==> src/rtl/usb_pkg.sv <==
// Shared USB constants and types used by the transmit/receive paths.
package usb_pkg;

  typedef enum logic [3:0] {
    PID_OUT   = 4'b0001,
    PID_IN    = 4'b1001,
    PID_SETUP = 4'b1101,
    PID_DATA0 = 4'b0011,
    PID_DATA1 = 4'b1011,
    PID_ACK   = 4'b0010,
    PID_NAK   = 4'b1010,
    PID_STALL = 4'b1110
  } pid_t;

  localparam logic [7:0]  SYNC_BYTE     = 8'h80;
  localparam logic [15:0] CRC16_POLY    = 16'h8005;
  localparam logic [15:0] CRC16_INIT    = 16'hFFFF;
  localparam logic [15:0] CRC16_RESIDUE = 16'h800D;
  localparam int          STUFF_LIMIT   = 6;

  typedef enum logic [2:0] {
    ST_IDLE = 3'd0,
    ST_SYNC = 3'd1,
    ST_PID  = 3'd2,
    ST_DATA = 3'd3,
    ST_CRC  = 3'd4,
    ST_SE0  = 3'd5,
    ST_EOPJ = 3'd6
  } tx_state_t;

endpackage

==> src/rtl/usb_crc16_gen.sv <==
// Serial CRC16 generator (MSB-first register, bits fed in wire order).
module usb_crc16_gen
  import usb_pkg::*;
(
  input  logic        clock,
  input  logic        reset_n,
  input  logic        in_bit,
  input  logic        shift_en,
  input  logic        clear,
  output logic [15:0] crc
);

  logic fb;
  assign fb = in_bit ^ crc[15];

  always_ff @(posedge clock or negedge reset_n) begin
    if (!reset_n)      crc <= CRC16_INIT;
    else if (clear)    crc <= CRC16_INIT;
    else if (shift_en) crc <= {crc[14:0], 1'b0} ^ (fb ? CRC16_POLY : 16'h0000);
  end

endmodule

==> src/rtl/usb_data_tx.sv <==
// USB DATA packet transmitter: SYNC/PID/payload/CRC16, bit stuffing, NRZI, EOP.
module usb_data_tx
  import usb_pkg::*;
#(
  parameter int DATA_BITS = 64
) (
  input  logic                 clock,
  input  logic                 reset_n,
  input  logic                 start,
  input  logic [3:0]           pid,
  input  logic [DATA_BITS-1:0] data,
  output logic                 busy,
  output logic                 done,
  output logic                 DP_out,
  output logic                 DM_out,
  output logic                 tx_en
);

  localparam int CNT_W = ($clog2(DATA_BITS) > 5) ? $clog2(DATA_BITS) : 5;

  tx_state_t            state, state_nx;
  logic [CNT_W-1:0]     bit_cnt, cnt_nx;
  logic [2:0]           ones_cnt, ones_nx;
  logic                 level, level_nx;
  logic [7:0]           pid_q;
  logic [DATA_BITS-1:0] data_q;
  logic [15:0]          crc;

  logic accept, stuff, raw_bit, line_bit, crc_shift;
  logic dp_nx, dm_nx, en_nx;

  assign accept = start && !busy && (state == ST_IDLE);
  assign stuff  = (state inside {ST_SYNC, ST_PID, ST_DATA, ST_CRC}) &&
                  (ones_cnt == 3'(STUFF_LIMIT));

  always_comb begin
    raw_bit = 1'b0;
    case (state)
      ST_SYNC: raw_bit = SYNC_BYTE[bit_cnt[2:0]];
      ST_PID:  raw_bit = pid_q[bit_cnt[2:0]];
      ST_DATA: raw_bit = data_q[0];
      ST_CRC:  raw_bit = ~crc[4'd15 - bit_cnt[3:0]];
      default: raw_bit = 1'b0;
    endcase
  end

  always_comb begin
    state_nx  = state;
    cnt_nx    = bit_cnt;
    ones_nx   = ones_cnt;
    level_nx  = level;
    line_bit  = 1'b0;
    crc_shift = 1'b0;
    dp_nx     = 1'b1;
    dm_nx     = 1'b0;
    en_nx     = 1'b0;
    case (state)
      ST_IDLE: begin
        if (accept) begin
          state_nx = ST_SYNC;
          cnt_nx   = '0;
          ones_nx  = '0;
          level_nx = 1'b1;
        end
      end
      ST_SYNC, ST_PID, ST_DATA, ST_CRC: begin
        en_nx = 1'b1;
        if (stuff) begin
          line_bit = 1'b0;
          ones_nx  = '0;
          // bit_cnt==16 marks a stuff owed after the last CRC bit
          if (state == ST_CRC && bit_cnt == CNT_W'(16)) begin
            state_nx = ST_SE0;
            cnt_nx   = '0;
          end
        end else begin
          line_bit  = raw_bit;
          ones_nx   = raw_bit ? ones_cnt + 3'd1 : 3'd0;
          cnt_nx    = bit_cnt + 1'b1;
          crc_shift = (state == ST_DATA);
          case (state)
            ST_SYNC: if (bit_cnt == CNT_W'(7)) begin state_nx = ST_PID; cnt_nx = '0; end
            ST_PID:  if (bit_cnt == CNT_W'(7)) begin state_nx = ST_DATA; cnt_nx = '0; end
            ST_DATA: if (bit_cnt == CNT_W'(DATA_BITS-1)) begin state_nx = ST_CRC; cnt_nx = '0; end
            default: if (bit_cnt == CNT_W'(15) && ones_nx != 3'(STUFF_LIMIT)) begin
              state_nx = ST_SE0;
              cnt_nx   = '0;
            end
          endcase
        end
        level_nx = line_bit ? level : ~level;
        dp_nx    = level_nx;
        dm_nx    = ~level_nx;
      end
      ST_SE0: begin
        en_nx  = 1'b1;
        dp_nx  = 1'b0;
        cnt_nx = bit_cnt + 1'b1;
        if (bit_cnt == CNT_W'(1)) begin
          state_nx = ST_EOPJ;
          cnt_nx   = '0;
        end
      end
      ST_EOPJ: begin
        en_nx    = 1'b1;
        level_nx = 1'b1;
        state_nx = ST_IDLE;
      end
      default: state_nx = ST_IDLE;
    endcase
  end

  usb_crc16_gen u_crc (
    .clock    (clock),
    .reset_n  (reset_n),
    .in_bit   (data_q[0]),
    .shift_en (crc_shift),
    .clear    (accept),
    .crc      (crc)
  );

  always_ff @(posedge clock or negedge reset_n) begin
    if (!reset_n) begin
      state    <= ST_IDLE;
      bit_cnt  <= '0;
      ones_cnt <= '0;
      level    <= 1'b1;
      pid_q    <= '0;
      data_q   <= '0;
    end else begin
      state    <= state_nx;
      bit_cnt  <= cnt_nx;
      ones_cnt <= ones_nx;
      level    <= level_nx;
      if (accept) begin
        pid_q  <= {~pid, pid};
        data_q <= data;
      end else if (crc_shift) begin
        data_q <= data_q >> 1;
      end
    end
  end

  // Outputs trail the state by one register stage; done follows the EOP J cycle.
  always_ff @(posedge clock or negedge reset_n) begin
    if (!reset_n) begin
      DP_out <= 1'b1;
      DM_out <= 1'b0;
      tx_en  <= 1'b0;
      busy   <= 1'b0;
      done   <= 1'b0;
    end else begin
      DP_out <= dp_nx;
      DM_out <= dm_nx;
      tx_en  <= en_nx;
      busy   <= (state != ST_IDLE);
      done   <= busy && (state == ST_IDLE);
    end
  end

endmodule

==> config.mk <==
export PLATFORM = sky130hd
export DESIGN_NAME = usb_data_tx
export DESIGN_NICKNAME = d
export VERILOG_FILES = /design/src/rtl/usb_pkg.sv /design/src/rtl/usb_crc16_gen.sv /design/src/rtl/usb_data_tx.sv
export SDC_FILE = /design/constraint.sdc
export NUM_CORES = 1
export LEC_CHECK = 0
export CAP_MARGIN = 10
export CORE_ASPECT_RATIO = 1.2
export CORE_UTILIZATION = 45
export DETAILED_ROUTE_END_ITERATION = 6
export PLACE_DENSITY = 0.68
export SLEW_MARGIN = 40
export SYNTH_ARGS = -nofsm -noshare
export SYNTH_HDL_FRONTEND = slang
export SYNTH_SLANG_ARGS = --single-unit
==> constraint.sdc <==
create_clock -name clock -period 2.7 [get_ports clock]
set_input_delay 0.54 -clock clock [delete_from_list [all_inputs] [get_ports clock]]
set_output_delay 0.54 -clock clock [all_outputs]
set_load 0.02 [all_outputs]
# Word-level counts from Yosys, hierarchy flattened
# Memory sizes are Yosys's and may differ from the RTL's.
# Index checks and enable logic that the tools add are counted.
# W data, S select, Z words.
[word_totals] mem_count=1 elab_cells=109 mem_bits_ro=8 out_inout_bits=5 ff_bits=106
[memory_table] memory="(name not given)" depth=8 word_bits=1 rd=1 rd_clocked_by_memory_dff=0 wr=0 line="usb_data_tx.sv:39" source="ST_SYNC: raw_bit = SYNC_BYTE[bit_cnt[2:0]];"
[classes] addsub=3 n_lt_le_gt_ge=2 n_reduce_logical=21 mux=44 n_bitwise=6 eq_ne=20
[op_table] op="$mux W64" count=2
[op_table] op="$mux W16" count=3
[op_table] op="$mux W6" count=7
[op_table] op="$mux W3" count=11
[op_table] op="$pmux W3 S3" count=2
[op_table] op="$pmux W6 S3" count=1
[op_table] op="$xor A16 B16 Y16" count=1
[op_table] op="$eq A3 B3 Y1 const B" count=4
[op_table] op="$ne A4 B4 Y1 const B" count=3
[op_table] op="$pmux W6 S2" count=1
[op_table] op="$mux W1" count=11
[op_table] op="$reduce_bool A3 Y1" count=3
[op_table] op="$reduce_and A7 Y1" count=1
[op_table] op="$add A6 B1 Y6 const B" count=1
[op_table] op="$eq A3 B2 Y1 const B" count=2
[op_table] op="$eq A6 B1 Y1 const B" count=1
[op_table] op="$eq A6 B3 Y1 const B" count=1
[op_table] op="$eq A6 B4 Y1 const B" count=1
[op_table] op="$eq A6 B5 Y1 const B" count=1
[op_table] op="$eq A6 B6 Y1 const B" count=1
[op_table] op="$logic_and A1 B1 Y1" count=6
[op_table] op="$ne A3 B3 Y1 const B" count=2
[op_table] op="$ne A6 B6 Y1 const B" count=1
[op_table] op="$pmux W3 S2" count=1
[op_table] op="other kinds (23)" count=28

# Longest topological paths before layout
[logic_depth] depth_word=12 depth_mapped=9 mapped_depth_nobuf=8

# By module
# Synthesis repeated with hierarchy kept, for this count alone.
[hier_totals] cells_unflattened=535 area_unflattened_um2=5386.4
[modules_own_cells] mod="usb_data_tx" n_inst=1 cells_per_inst=479 area_per_inst_um2=4659.5 seq_area_each_um2=2254.7
[modules_own_cells] mod="usb_crc16_gen" n_inst=1 cells_per_inst=56 area_per_inst_um2=726.9 seq_area_each_um2=420.4

# Worst setup path before layout
# OpenSTA, ideal clock, no wires.
[synth_timing] path_kind="register to register" startpoint="register bit_cnt[0]" endpoint="register DM_out" setup_ps=64 path_slack_ps=615 path_stages_with_launch=8 arrival_ps=2021 required_time_ps=2636 cell_sequence="dfrtp_1 buf_6 mux4_2 nor2b_1 nor4_4 a21oi_2 or3_1 o2bb2a_4"
[synth_via] elab_chain_cells=10 elab_cells_between_ends=14 cone_classes="1 x add/sub; 10 x mux; 2 x bitwise; 1 x memory"
[synth_rtl] element="from (decl)" line="usb_data_tx.sv:22" source="logic [CNT_W-1:0] bit_cnt, cnt_nx;"
[synth_rtl] element="from (signal assigned)" line="usb_data_tx.sv:132" source="bit_cnt <= cnt_nx;"
[synth_rtl] element="$sub A4 B4 Y4" line="usb_data_tx.sv:42" source="ST_CRC: raw_bit = ~crc[4'd15 - bit_cnt[3:0]];"
[synth_rtl] element="$bmux W1 S4" line="usb_data_tx.sv:42"
[synth_rtl] element="$mux W1 (implied by the code)" line="usb_data_tx.sv:42"
[synth_rtl] element="$not A1 Y1" line="usb_data_tx.sv:42"
[synth_rtl] element="$pmux W1 S4 *" line="usb_data_tx.sv:38" source="case (state)"
[synth_rtl] element="$mux W1 *" line="usb_data_tx.sv:68" source="if (stuff) begin"
[synth_rtl] element="$mux W1 *" line="usb_data_tx.sv:57" source="case (state)"
[synth_rtl] element="$mux W1 *" line="usb_data_tx.sv:91" source="level_nx = line_bit ? level : ~level;"
[synth_rtl] element="$not A1 Y1 *" line="usb_data_tx.sv:93" source="dm_nx = ~level_nx;"
[synth_rtl] element="$mux W1 *" line="usb_data_tx.sv:57"
[synth_rtl] element="named net dm_nx" line="usb_data_tx.sv:30" source="logic dp_nx, dm_nx, en_nx;"
[synth_rtl] element="to (signal assigned)" line="usb_data_tx.sv:154" source="DM_out <= dm_nx;"
[synth_rtl] element="to (decl)" line="usb_data_tx.sv:15" source="output logic DM_out,"
# Mark *: on every way through the listed nets, which the timed path passes. The rest lies on a longest branch. The select of a mux whose other input is x is not followed.
# A chain may end at the register's enable or synchronous reset.

# Worst setup path after layout
# Ends and elaborated chain as after synthesis.

==> summary.txt <==
Outcome
  – Status: finished, final reports clean

GRT
  – GRT Resource Usage Total: 0.210
  – Largest net degree at the start of global routing: 63
  – Global-route wire length before repair: between 20 and 25 mm
  – GR Overflow Total: 0
  – Initial antenna violation count: 0
  – Number of global-route vias before repair: around 4300

STA
  – Final worst slack: slightly above 400 ps
  – Final setup fails: 0
  – RSZ-0062 raised after global routing: no
  – Tmin final: 2290 ps
  – Relative max-transition margin: 0.634
  – Worst slew pin tran: 549 ps
  – Hold WS: between 100 and 150 ps
  – Fin. max-slew vios: 0
  – Total Neg Setup Slack: 0 ps
  – Max Clock Skew: 7.35 ps
  – Final Cycle Share: 0.849
  – Fin. Hold Viols: 0
  – Fmax achieved: ~440 MHz

Detailed routing
  – Iteration-0 DRC Markers: about 200
  – Via count: 4432
  – Wire per inst: between 10 and 15 um
  – Wirelength, routed: 11.9 mm
  – Antenna Nets Post-Route: 0
  – First drt pass iteration count: 5
  – Via density per instance: about 5.5
  – Residual DRC: 0

Final layout
  – ANT cells: 0
  – Fin nets: roughly 730
  – Footprint of the multi-input gates: 2380 um2
  – Final Core Density: 0.576
  – Area Growth Syn to Fin: 22.4%
  – Fraction of layout cells with a size suffix above 1: 0.104
  – # fillers: a little over 1000
  – FF/Latch Area: between 2000 and 3000 um2

Setup path
  – Peak per-stage delay on the critical path: 500 ps
  – CP startpoint kind: flip-flop
  – CP top delay family: compound AO/OA/AOI/OAI gates
  – CP Cell Sequence: buf_4 > mux4_2 > a22oi_1 > nand2_1 > a21oi_2 > or3_1 > o2bb2a_4
  – Flop-to-flop setup slack: 410 ps
  – CP required: slightly below 3000 ps
  – CP arrival: around 2500 ps
  – Crit path buf inv count: 1
  – WS Path Type: flip-flop to flip-flop
  – Crit-path max FO: 9
  – Worst setup EP type: flip-flop
  – Critical Path Slowest Stage Cell: mux4_2

Synth
  – Post-synthesis sequential area ratio: 0.508
  – Async SR Flop Fraction: 1.00
  – Synth top area cells: dfrtp_1 (42%), nand2_1 (11%), dfstp_2 (9.0%)
  – Post-synth EDFFs: 0
  – Post-synthesis area per instance: 8.89 um2
  – Netlist cell types: 59
  – Count leader, synth: nand2_1
  – Yosys top cell area share: 0.418
  – Synth Net Count: 669
  – Cell area after synthesis: around 5300 um2
  – FF+latch count, synth: 106
  – Largest area contributor in the netlist: dfrtp_1
  – Ys flop type: dfrtp_1
  – Commonest cells post-synth: nand2_1 (157), dfrtp_1 (88), nor2_1 (75)
  – Synth warnings: 0
  – Post-Syn Instances: 592

CTS
  – Clk sinks: between 100 and 150
  – H-tree levels: 3
  – Hold-fix buffers, CTS: 0
  – PostCTS Resize Cnt: 0
  – Post-CTS setup buffer count: 0
  – Worst-path clk slew: 70 ps
  – Root Driver: clkbuf_16
  – CTS tree: yes
  – Worst-Skew Late Latency: approximately 350 ps
  – Maximum clock path buffer count: 2
  – CTS buffer count: 9

Floorplanning
  – Die area: 12100 um2
  – Starting density of the core: 0.470
  – Core area: approximately 11000 um2
  – Die Width: ~100 um
  – Die Span Y: around 120 um
  – Row Count: 42
  – Io pins: 76

Hold path
  – Hold WC Path Type: input port to asynchronous set/reset pin

Power
  – Net Sw Frac: 0.374
  – NetSw: about 2.6 mW
  – Combinational cell fraction of total power: 0.411
  – Int Power: 4.32 mW
  – Pwr per Cell Area: around 1100 nW/um2
  – Clock network power share: 0.171
  – Leak: approximately 2.8 nW
  – Peak VDD IR: roughly 0.47 mV
  – Seq pwr share: 0.418
  – Power consumption: between 6 and 7 mW

Place
  – Global placer's final weighted congestion: approximately 0.86
  – # port buffers: 75
  – Pre-CTS WS: about 280 ps
  – Dpl hpwl: 8.00 mm

Job
  – Max cap viols: 0
## cell usage in the layout, fill, tap and decap left out, drive strengths merged, types with 3 or more instances in the layout
master,count
a21o,3
a21oi,9
a31oi,63
and3,6
and4,3
buf,20
clkbuf,15
clkdlybuf4s50,74
dfrtp,88
dfstp,18
ha,6
inv,9
mux2,3
mux4,5
nand2,158
nand3,7
nor2,75
nor2b,3
nor3,4
nor4,6
o21ai,22
o22a,12
o31ai,4
or2,3
xor2,3
## cells by family after synthesis
family / after synthesis / synth area share
and+or+nand+nor: 278 / 0.225
xor gates and xnor gates: 5 / 0.00832
buffers and inverters: 54 / 0.0414
DFF: 106 / 0.508
AOI/OAI and AO/OA: 133 / 0.171
adders and majority gates: 6 / 0.0143
muxes: 10 / 0.0316
## per-layer routing
layer  routed length, um  part of all wire  vias up  global-route usage
li1                    -                 -     2176                   -
met1                5340              0.45     2124               0.276
met2                5650              0.48      111               0.327
met3                 574             0.048       21              0.0439
met4                 298             0.025        0               0.110
met5                   0                 0        -                   0
## stage by stage
step           area [um2]  cells
2_1_floorplan        5260    592
3_3_place_gp         6190    795
3_5_place_dp         6190    795
4_1_cts              6440    811
5_1_grt              6440    811
6_report             6440    811
## path summary, 6_finish.rpt
path                       startpoint      endpoint  cells after the start
hold reg to reg              pid_q[1]      pid_q[1]                      2
hold / removal                reset_n   ones_cnt[2]                      1
setup / recovery           bit_cnt[0]        DM_out                      7
max in group asynchronous     reset_n  u_crc.crc[7]                      2
min in group clock           pid_q[1]      pid_q[1]                      2
setup reg to reg           bit_cnt[0]        DM_out                      7
## layout make-up
cell class | instances | share of cell area
inverters | 9 | 0.00524
repair buffers | 94 | 0.140
flip-flops and latches | 106 | 0.415
multi-input cells | 432 | 0.370
clock inverters | 1 | 0.000777
well taps | 154 | 0.0299
clock buffers | 15 | 0.0385
## power groups by stage
stage | combinational [mW] | sequential (mW) | clock (mW)
after detailed placement | 2.86 | 2.89 | 0
after global placement | 2.76 | 2.87 | 0
after floorplan | 2.18 | 2.75 | 0
after global routing | 3.19 | 2.98 | 1.26
final | 2.84 | 2.88 | 1.18
after CTS | 2.87 | 2.88 | 1.21
## worst reg2reg max path, delay by kind of cell, from the launching register on
family,cells,cell delay (ps)
AOI/OAI and AO/OA,3,750
buffers and inverters,1,200
DFF,1,410
muxes,1,500
and+or+nand+nor,2,330
## flip-flops by register name, summed over array words and instances (netlist names), 3 cells and up
name and cells:
u_crc.crc 16, pid_q 8, state 3, data_q 64
bit_cnt 6, ones_cnt 3
No activity file was read; power rests on OpenSTA's default activity.
==> variant, RTL diff (config.mk and constraints unchanged) <==
Set the parameter `DATA_BITS` to 32 (it was 64).
--- a/src/rtl/usb_data_tx.sv
+++ b/src/rtl/usb_data_tx.sv
@@ -2,7 +2,7 @@
 module usb_data_tx
   import usb_pkg::*;
 #(
-  parameter int DATA_BITS = 64
+  parameter int DATA_BITS = 32
 ) (
   input  logic                 clock,
   input  logic                 reset_n,
Ports: changed (resized data); port bits go from 76 to 44. No check against the original RTL was run, so the function may have changed too.
==> variant against the original RTL <==
  * Sequential cell count fell by 33
  * Total power fell by 24%
  * Synthesized area fell by 28%
  * Final cell count fell by 32%
  * Combinational power fell by 16%
  * Hold slack improved by 0.054 ns
  * Design area fell by 30%
  * Wire length fell by 30%
  * Die area fell by 28%
  * Sequential share of layout area fell by 0.43 points
  * Worst setup slack got worse by 0.18 ns
  * Clock skew rose by 0.0031 ns
  * Critical endpoint is now state[0]$_DFFE_PN0P_
  * Largest cell class unchanged
  * Highest routed layer unchanged
==> variant: results (changes against the original RTL) <==
layout cells sized above 1 13.91% (+3.6 points); Via Count 3090 (-30%); RePlAce Congestion 0.8565 (-0.30%); DP HPWL 5761 um (-28%); Leak 1.935 nW (-30%); Root Buffer clkbuf_8; Reg-to-Reg End state[0]$_DFFE_PN0P_; routed wl met2 4102 um (-27%); status finished, final reports clean; initial DRC count 161 (-21%); Synth Warn # 0 (unchanged); Worst Hold Class input pin to asynchronous set/reset pin; maximum vdd ir drop 0.5254 mV (+13%); distinct cell type count after synthesis 61 (+3.4%); post-synthesis compound-gate area fraction 20.40% (+3.3 points); worst skew pair latency 0.35 ns (about the same); total negative slack 0 ns (unchanged); wirelength, routed 8290 um (-30%); CP max stage cell dfrtp_1; htree depth 3 (unchanged); top routing layer in use met4; Worst Max-Slew Pin Slew 0.7213 ns (+0.1724 ns); Layout fillers 747 (-26%); Final #Nets 495 (-32%); crit-path leading delay family compound AO/OA/AOI/OAI gates; Reg2Reg Launch Point bit_cnt[0]$_DFFE_PN0P_; XOR/XNOR share of the synthesized area 1.161% (+0.33 points); CP Max Fanout 11 (+2); routed length on met1 3715 um (-30%); Post-Synth Adder-Cell Area 2.654% (+1.2 points); syn nets 450 (-33%); Worst Reg-to-Reg Cells 8 (+1); Area after DPL 4337 um^2 (-30%); Inserted Diodes 0 (unchanged); top cells by area, synth dfrtp_1 36%, dfstp_2 13%, nand2_1 10%, a31oi_1 3.5%, nor2_1 3.3%; met3 wire len 310 um (-46%); crit path DAT 2.77 ns (+0.24 ns); Post-synth top cells 101 x nand2_1, 55 x dfrtp_1, 33 x nor2_1; Worst path max stage delay 0.65 ns (+0.15 ns); Seq/Total Area, Yosys 49.04% (-1.8 points); largest net degree at the start of global routing 49 (-22%); biggest registers after layout data_q (32), u_crc.crc (16), pid_q (8); mux cell area share after synthesis 4.380% (+1.2 points); Clk pin slew, worst setup/hold paths 0.08 ns; Worst R2R Setup Slack 0.22 ns (-0.18 ns); Pre-antenna DRT Iters 6 (+1); Bufs on Longest Clock Path 2 (unchanged); gr usage total 20.92% (-0.12 points); Final Skew 0.01045 ns (+0.003103 ns); post-CTS setup buffer count 0 (unchanged); first-pass GRT wire length 14190 um (-29%); port bufs 43 (-43%)
variant: routing by layer:
metal | vias up | GRT usage, %
met5 | - | 0
li1 | 1518 | -
met1 | 1492 | 25.27
met2 | 68 | 35.88
met4 | 0 | 8.974
met3 | 12 | 5.008
variant: metrics by stage:
stage	total power [mW]	cells	hold slack (ns)	setup WS, ns	util [%]
global route	5.683	548	0.1952	0.05918	55.51
global placement	4.447	532	0.4566	0.2959	53.49
finish	5.250	548	0.1749	0.2224	55.51
floorplan	3.817	403	0.2444	0.5336	-
detailed placement	4.521	532	0.4623	0.2461	53.49
CTS	5.288	548	0.1739	0.2392	55.51
variant: cell families (layout without fill, tap and decap cells):
kind of cell | after synthesis | in the layout
adders and majority gates | 8 | 8
muxes | 12 | 12
AOI/OAI and AO/OA | 107 | 107
and+or+nand+nor | 163 | 163
DFF | 73 | 73
buffers and inverters | 35 | 85
xor gates and xnor gates | 5 | 5
variant: how the worst min path moves through the flow:
stage,from,end,depth (start not counted)
6_report,reset_n,tx_en$_DFF_PN0_,1
5_1_grt,reset_n,data_q[22]$_DFFE_PN0P_,1
4_1_cts,reset_n,tx_en$_DFF_PN0_,1
3_5_place_dp,pid_q[3]$_DFFE_PN0P_,pid_q[3]$_DFFE_PN0P_,2
3_3_place_gp,pid_q[3]$_DFFE_PN0P_,pid_q[3]$_DFFE_PN0P_,2
2_1_floorplan,reset_n,DM_out$_DFF_PN0_,0
variant: worst register-to-register path, stage by stage (launching register included):
cell and delay, ns:
dfrtp_1 0.65, ha_1 0.28, and3_1 0.19, ha_1 0.15, o22ai_1 0.08, a21oi_1 0.25, o311ai_0 0.21, a2111oi_0 0.44
a22o_1 0.18
variant: layout make-up:
cell class                 instances  area share, %
clock buffer                      11          2.919
clock inverter                     5         0.7228
inverter                          10         0.8340
multi-input combinational        295          39.39
sequential                        73          41.09
tap                               95          2.641
timing repair buffer              59          12.40
variant: power breakdown:
group / internal [mW] / leakage [nW] / switching, mW / total [mW]
sequential: 1.67 / 0.870 / 0.444 / 2.11
clock: 0.331 / 0.0753 / 0.413 / 0.743
combinational: 1.10 / 0.989 / 1.29 / 2.39
